$ cat config.mk
export PLATFORM = sky130hd
export DESIGN_NAME = operand_fetch
export DESIGN_NICKNAME = d
export VERILOG_FILES = /design/src/rtl/operand_fetch.sv
export SDC_FILE = /design/constraint.sdc
export NUM_CORES = 1
export LEC_CHECK = 0
export ABC_AREA = 1
export CAP_MARGIN = 40
export CORE_AREA = 4 4 163 165
export CTS_BUF_LIST = sky130_fd_sc_hd__clkbuf_16
export DETAILED_ROUTE_END_ITERATION = 10
export DIE_AREA = 0 0 167 169
export PLACE_DENSITY = 0.77
export SYNTH_ARGS = -nofsm -noshare
export SYNTH_HDL_FRONTEND = slang
export SYNTH_SLANG_ARGS = --single-unit
$ cat constraint.sdc
create_clock -name clk -period 12.47 [get_ports clk]
set_input_delay 1.247 -clock clk [delete_from_list [all_inputs] [get_ports clk]]
set_output_delay 1.247 -clock clk [all_outputs]
set_load 0.01 [all_outputs]
$ cat src/rtl/operand_fetch.sv
// Register-read stage: busy scoreboard, RAW/WAW stall and a one-entry valid/ready output register.
// Optional feature macro: OPERAND_FETCH_BYPASS_EN forwards same-cycle writeback data to the operands.
module operand_fetch #(
  parameter int DATA_W = 64,
  parameter int CTRL_W = 32,
  parameter int NREG   = 32,
  localparam int AW    = $clog2(NREG)
) (
  input  logic              clk,
  input  logic              reset,
  input  logic              in_valid,
  output logic              in_ready,
  input  logic [AW-1:0]     in_rs1,
  input  logic [AW-1:0]     in_rs2,
  input  logic [AW-1:0]     in_rd,
  input  logic              in_wen,
  input  logic [CTRL_W-1:0] in_ctrl,
  output logic [AW-1:0]     rf_rs1,
  output logic [AW-1:0]     rf_rs2,
  input  logic [DATA_W-1:0] rf_q1,
  input  logic [DATA_W-1:0] rf_q2,
  input  logic              wb_en,
  input  logic [AW-1:0]     wb_rd,
  input  logic [DATA_W-1:0] wb_data,
  input  logic              flush,
  output logic              out_valid,
  input  logic              out_ready,
  output logic [DATA_W-1:0] out_op1,
  output logic [DATA_W-1:0] out_op2,
  output logic [AW-1:0]     out_rd,
  output logic              out_wen,
  output logic [CTRL_W-1:0] out_ctrl
);

`ifdef OPERAND_FETCH_BYPASS_EN
  localparam logic BYPASS = 1'b1;
`else
  localparam logic BYPASS = 1'b0;
`endif

  localparam logic [AW-1:0] X0 = {AW{1'b0}};

  logic [NREG-1:0]   busy_q, busy_d;
  logic              out_valid_q, out_valid_d;
  logic [DATA_W-1:0] op1_q, op1_d, op2_q, op2_d;
  logic [AW-1:0]     rd_q, rd_d;
  logic              wen_q, wen_d;
  logic [CTRL_W-1:0] ctrl_q, ctrl_d;

  logic hit1, hit2, hitd, rs1_ok, rs2_ok, waw, fire;
  logic [DATA_W-1:0] op1, op2;

  // A writeback to r this cycle releases r (x0 is never tracked).
  function automatic logic wb_hits(input logic en, input logic [AW-1:0] wr, input logic [AW-1:0] r);
    return en && (wr == r) && (r != X0);
  endfunction

  assign rf_rs1 = in_rs1;
  assign rf_rs2 = in_rs2;

  // Hazard detection and handshake.
  always_comb begin
    hit1     = wb_hits(wb_en, wb_rd, in_rs1);
    hit2     = wb_hits(wb_en, wb_rd, in_rs2);
    hitd     = wb_hits(wb_en, wb_rd, in_rd);
    rs1_ok   = (in_rs1 == X0) || !busy_q[in_rs1] || (BYPASS && hit1);
    rs2_ok   = (in_rs2 == X0) || !busy_q[in_rs2] || (BYPASS && hit2);
    waw      = in_wen && (in_rd != X0) && busy_q[in_rd] && !hitd;
    in_ready = !flush && (!out_valid_q || out_ready) && rs1_ok && rs2_ok && !waw;
    fire     = in_valid && in_ready;
  end

  // Operand selection: x0 reads zero, bypass beats the pre-write register file value.
  always_comb begin
    op1 = rf_q1;
    op2 = rf_q2;
    if (in_rs1 == X0) op1 = {DATA_W{1'b0}};
    else if (BYPASS && hit1) op1 = wb_data;
    else op1 = rf_q1;
    if (in_rs2 == X0) op2 = {DATA_W{1'b0}};
    else if (BYPASS && hit2) op2 = wb_data;
    else op2 = rf_q2;
  end

  // Scoreboard update; a new issue to rd wins over a release of the same rd.
  always_comb begin
    busy_d = busy_q;
    if (flush) begin
      busy_d = {NREG{1'b0}};
    end else begin
      for (int i = 1; i < NREG; i++) begin
        if (fire && in_wen && (in_rd == AW'(i))) busy_d[i] = 1'b1;
        else if (wb_en && (wb_rd == AW'(i))) busy_d[i] = 1'b0;
        else busy_d[i] = busy_q[i];
      end
      busy_d[0] = 1'b0;
    end
  end

  // Output pipeline register next state.
  always_comb begin
    out_valid_d = out_valid_q;
    op1_d       = op1_q;
    op2_d       = op2_q;
    rd_d        = rd_q;
    wen_d       = wen_q;
    ctrl_d      = ctrl_q;
    if (flush) begin
      out_valid_d = 1'b0;
    end else if (fire) begin
      out_valid_d = 1'b1;
      op1_d       = op1;
      op2_d       = op2;
      rd_d        = in_rd;
      wen_d       = in_wen;
      ctrl_d      = in_ctrl;
    end else if (out_ready) begin
      out_valid_d = 1'b0;
    end else begin
      out_valid_d = out_valid_q;
    end
  end

  // State registers.
  always_ff @(posedge clk or posedge reset) begin
    if (reset) begin
      busy_q      <= {NREG{1'b0}};
      out_valid_q <= 1'b0;
      op1_q       <= {DATA_W{1'b0}};
      op2_q       <= {DATA_W{1'b0}};
      rd_q        <= X0;
      wen_q       <= 1'b0;
      ctrl_q      <= {CTRL_W{1'b0}};
    end else begin
      busy_q      <= busy_d;
      out_valid_q <= out_valid_d;
      op1_q       <= op1_d;
      op2_q       <= op2_d;
      rd_q        <= rd_d;
      wen_q       <= wen_d;
      ctrl_q      <= ctrl_d;
    end
  end

  assign out_valid = out_valid_q;
  assign out_op1   = op1_q;
  assign out_op2   = op2_q;
  assign out_rd    = rd_q;
  assign out_wen   = wen_q;
  assign out_ctrl  = ctrl_q;

endmodule

### Word level (Yosys, flattened, before mapping)

Cells that the tools add are included.

* order comparisons: 3
* equality and inequality tests: 63
* mux-type cells: 74
* bitwise logic cells: 1
* reduce and logical (&&, ||, !) cells: 118

Operators with widths (count)
* $eq 5x5->1 const B: 32
* $mux 64: 2
* $reduce_bool 3->1: 32
* $eq 5x4->1 const B: 16
* $logic_and 1x1->1: 73
* $mux 1: 68
* $eq 5x3->1 const B: 8
* $mux 32: 1
* $eq 5x2->1 const B: 4
* $lt 5x6->1 const B: 3
* $bmux 1 s5: 3
* $eq 5x1->1 const B: 2
* $logic_not 5->1: 2
* $logic_not 1->1: 6
* $eq 5x5->1: 1
* $reduce_bool 5->1: 1
* $logic_or 1x1->1: 3
* $reduce_and 2->1: 1
* $not 1->1: 1

* bits in registers: 199
* input port bits: 251
* output and inout port bits: 178

### Longest topological paths before layout

* depth after elaboration: 12
* gate-level depth with buffers: 16
* depth with buffers taken out: 13

### Worst setup path before layout

Ideal clock, no wire load.

* kind: input-to-output
* start point: input port in_rs2[0]
* end point: output port in_ready
* arrival: 2.539 ns
* required time: 11.223 ns
* path slack: 8.684 ns
* cell stages on the path: 13
* buffers on the path: 4
* cells stage by stage: buf_2 -> inv_2 -> buf_2 -> nand2_1 -> nand3_1 -> a21oi_1 -> nor2_1 -> nand2_1 -> nand2_1 -> nand3_1 -> nor2_2 -> buf_4 -> buf_2

* word-level cells in the longest chain between the ends: 6
* elaborated cells between the ends (all ways): 7
* classes of those cells: mux: 2; reduce/logical: 5

RTL lines
* start: declaration: RTL line 14 `input logic [AW-1:0] in_rs2,`
* $bmux 1 s5: RTL line 67 `rs2_ok = (in_rs2 == X0) || !busy_q[in_rs2] || (BYPASS && hit2);`
* $mux 1 (implied by the code): RTL line 67
* $logic_not 1->1: RTL line 67
* $logic_or 1x1->1 (*): RTL line 67
* $logic_and 1x1->1 (*) (2 in a row): RTL line 69 `in_ready = !flush && (!out_valid_q || out_ready) && rs1_ok && rs2_ok && !waw;`
* end: declaration: RTL line 12 `output logic in_ready,`

Every way passes the cells marked *; elsewhere a longest branch is shown, timed or not. The select of a mux whose other input is x is not followed.

### Final worst setup path

* start point: input port in_rd[0]
* end point: output port in_ready

* word-level cells in the longest chain between the ends: 7
* elaborated cells between the ends (all ways): 12
* classes of those cells: eq/ne: 1; mux: 2; reduce/logical: 9

RTL lines
* start: declaration: RTL line 15 `input logic [AW-1:0] in_rd,`
* branches (longest 4 deep; another with $bmux 1 s5)
* $logic_and 1x1->1 (*): RTL line 68 `waw = in_wen && (in_rd != X0) && busy_q[in_rd] && !hitd;`
* $logic_not 1->1 (*): RTL line 69
* $logic_and 1x1->1 (*): RTL line 69

Every way passes the cells marked *. The select of a mux whose other input is x is not followed.

==> impl_metrics.json <==
{
  "htree_levels": 4,
  "end_kind": "primary output",
  "hp-class": "flip-flop to flip-flop",
  "place.gp.congestion": 0.940,
  "internal_power_mw": 1.48,
  "worstReg2RegStart": "busy_q[19]",
  "wirelength_um": 31600,
  "slew_headroom": 0.114,
  "die_w_um": 167,
  "numClockSinks": 198,
  "clock_latency_ns": 0.43,
  "slew_viol_final": 0,
  "final_common_cell": "nand2_1",
  "synth_warnings": 0,
  "p_leak_nw": 6.48,
  "vias": 9555,
  "path_cells": "clkdlybuf4s50_1 > inv_2 > nand2_2 > inv_1 > nand2_1 > nand3_1 > nand2_1 > nand2_1 > nor3_1 > nor2_1 > nor2_4 > buf_4 > clkdlybuf4s50_1",
  "crit_path_start": "in_rd[0]",
  "cp_data_required_time_ns": 11.22,
  "cts_hold_repair.buffers": 0,
  "async_reset_ff_frac": 1.00,
  "cts_tree": "done",
  "hpwlAfterDp_um": 22700,
  "crit_slowest_cell": "clkdlybuf4s50_1",
  "hold_viol": 0,
  "finalNonFillerCells": 1891,
  "max_cap_viol_count": 0,
  "clk_pin_slew_ns": 0.08,
  "min_period_ns": 5.97,
  "grt_util_all_layers": 0.216,
  "pwr-share-seq": 0.402,
  "synth_edf_count": 0,
  "yosysSeqAreaShare": 0.521,
  "drcViolationCount": 0,
  "syn_inst": 1242,
  "mostFrequentLayoutCells": "nand2_1 (486), clkdlybuf4s50_1 (363), dfrtp_1 (198), o21ai_1 (133), nand3_1 (78)",
  "syn-mean-instance-area_um2": 7.66,
  "drtAntennaViolNets": 0,
  "startpoint_type": "input pin",
  "rows": 58,
  "tightestPinTransition_ns": 1.33,
  "fin_util": 0.554,
  "ys_types": 25,
  "grt_pass1_vias": 9178,
  "syn-num-nets": 1493,
  "p_clk_frac": 0.274,
  "holdCritStartpoint": "out_ctrl[28]",
  "ys.flop_type": "dfrtp_1",
  "routed_via_density": 5.05,
  "fin_nets": 1795,
  "grt_max_degree": 267,
  "status": "finished clean",
  "swShare": 0.319,
  "grt_overflow": 0,
  "layout-drive-gt1-share": 0.0353,
  "p_switching_uw": 693,
  "drt_iter0_drc": 899,
  "cts-resized-gates": 0,
  "io_pins": 429,
  "cpMostUsedCell": "nand2_1",
  "wire_per_inst_um": 16.7,
  "antenna_found_initial": 4,
  "syn_area_um2": 9510,
  "synthToLayoutAreaGrowth_pct": 45.8,
  "period_share": 0.479,
  "regArea_um2": 4950,
  "cts_buffer_depth": 2,
  "skew_ns": 0.0203,
  "crit_type": "input pin to primary output",
  "cts_buffers": 17,
  "io_buffer_count": 364,
  "grt_first_pass_wirelength_um": 49800,
  "cts_setup_buffers": 0,
  "crit_path_max_incr_delay_ns": 0.92,
  "placed_cells": 1855,
  "cts-root-buf": "clkbuf_16",
  "rsz0062_at_grt": "false",
  "synth-seq-cells": 198,
  "core-area_um2": 25000,
  "combPwrFrac": 0.324,
  "arrival_ns": 4.72,
  "vdd_ir_drop_max_mv": 0.0813,
  "fin_tns_setup_ns": 0,
  "n_fill_cell": 2328,
  "powerDensity_nw_per_um2": 157,
  "fmax_mhz": 168,
  "first_pass_iters": 5,
  "setup_viol": 0,
  "die_y_um": 169,
  "die_area_um2": 28200,
  "start_util": 0.380,
  "multi_input_area_um2": 3860,
  "crit_fanout": 66
}
[critical path: cells and delay by family]
family                 cells  cell delay, ns
AND/OR/NAND/NOR            8            0.88
buffers and inverters      5            2.56
[state kept, by name, summed over array words and instances, names as in the netlist]
register / cells
out_ctrl: 32
out_wen: 1
out_rd: 5
out_op1: 64
out_op2: 64
busy_q: 31
out_valid: 1
[power groups by stage]
stage	Clock, mW	Combinational (mW)	Sequential [mW]
6_report	0.595	0.704	0.872
5_1_grt	0.633	0.763	0.894
2_1_floorplan	0	0.192	0.955
3_5_place_dp	0	0.711	0.884
4_1_cts	0.609	0.713	0.873
3_3_place_gp	0	0.699	0.876
[cells in the mapped netlist, drive strengths merged, types with 2 or more instances]
cell type  instances  area (µm²)
clkbuf            28         106
nor3              13        65.1
o211ai             2        15.0
o21ai            172         861
a21oi             34         170
a21boi             2        15.0
inv               59         221
nor2              66         253
dfrtp            198        4950
nand2            490        1850
nand4             33         206
nand3             79         395
buf               63         380
[per-stage QoR]
| stage | hold WS (ns) | power, mW | area, µm² | setup slack [ns] |
|---|---|---|---|---|
| global placement | 0.453 | 1.58 | 13200 | 6.65 |
| floorplan | 0.506 | 1.15 | 9510 | 5.83 |
| finish | 0.472 | 2.17 | 13900 | 6.50 |
| global route | 0.490 | 2.29 | 13900 | 6.34 |
| CTS | 0.478 | 2.20 | 13900 | 6.57 |
| detailed placement | 0.458 | 1.59 | 13200 | 6.58 |
[final timing paths]
| kind | end | slack (ns) | depth (start not counted) |
|---|---|---|---|
| max | in_ready | 6.50 | 13 |
| min | out_ctrl[28] | 0.47 | 2 |
| max reg2reg | out_op2[42] | 8.84 | 14 |
| min reg2reg | out_ctrl[28] | 0.47 | 2 |
| max in group asynchronous | out_op2[44] | 9.69 | 4 |
| min in group asynchronous | out_op1[57] | 1.21 | 2 |
[routing by layer]
| metal | share of wire | track usage |
|---|---|---|
| met5 | 0 | 0 |
| met4 | 0.025 | 0.0683 |
| met3 | 0.090 | 0.0537 |
| met2 | 0.48 | 0.356 |
| met1 | 0.40 | 0.282 |
[cell families (layout without fill, tap and decap cells)]
group,Yosys count,count (layout),share of synthesized area
AOI/OAI and AO/OA,211,211,0.112
buffers and inverters,151,466,0.0748
DFF,198,198,0.521
other,0,4,0
and+or+nand+nor,682,682,0.292
[cell type report]
type                            count  share of cell area
Clock inverter                     15              0.0153
Inverter                           60              0.0168
Sequential cell                   198               0.357
Timing Repair Buffer              374               0.271
Antenna cell                        4            0.000722
Multi-Input combinational cell    893               0.279
Clock buffer                       17              0.0307
Tap cell                          330              0.0298
(Power assumes the default switching activity.)
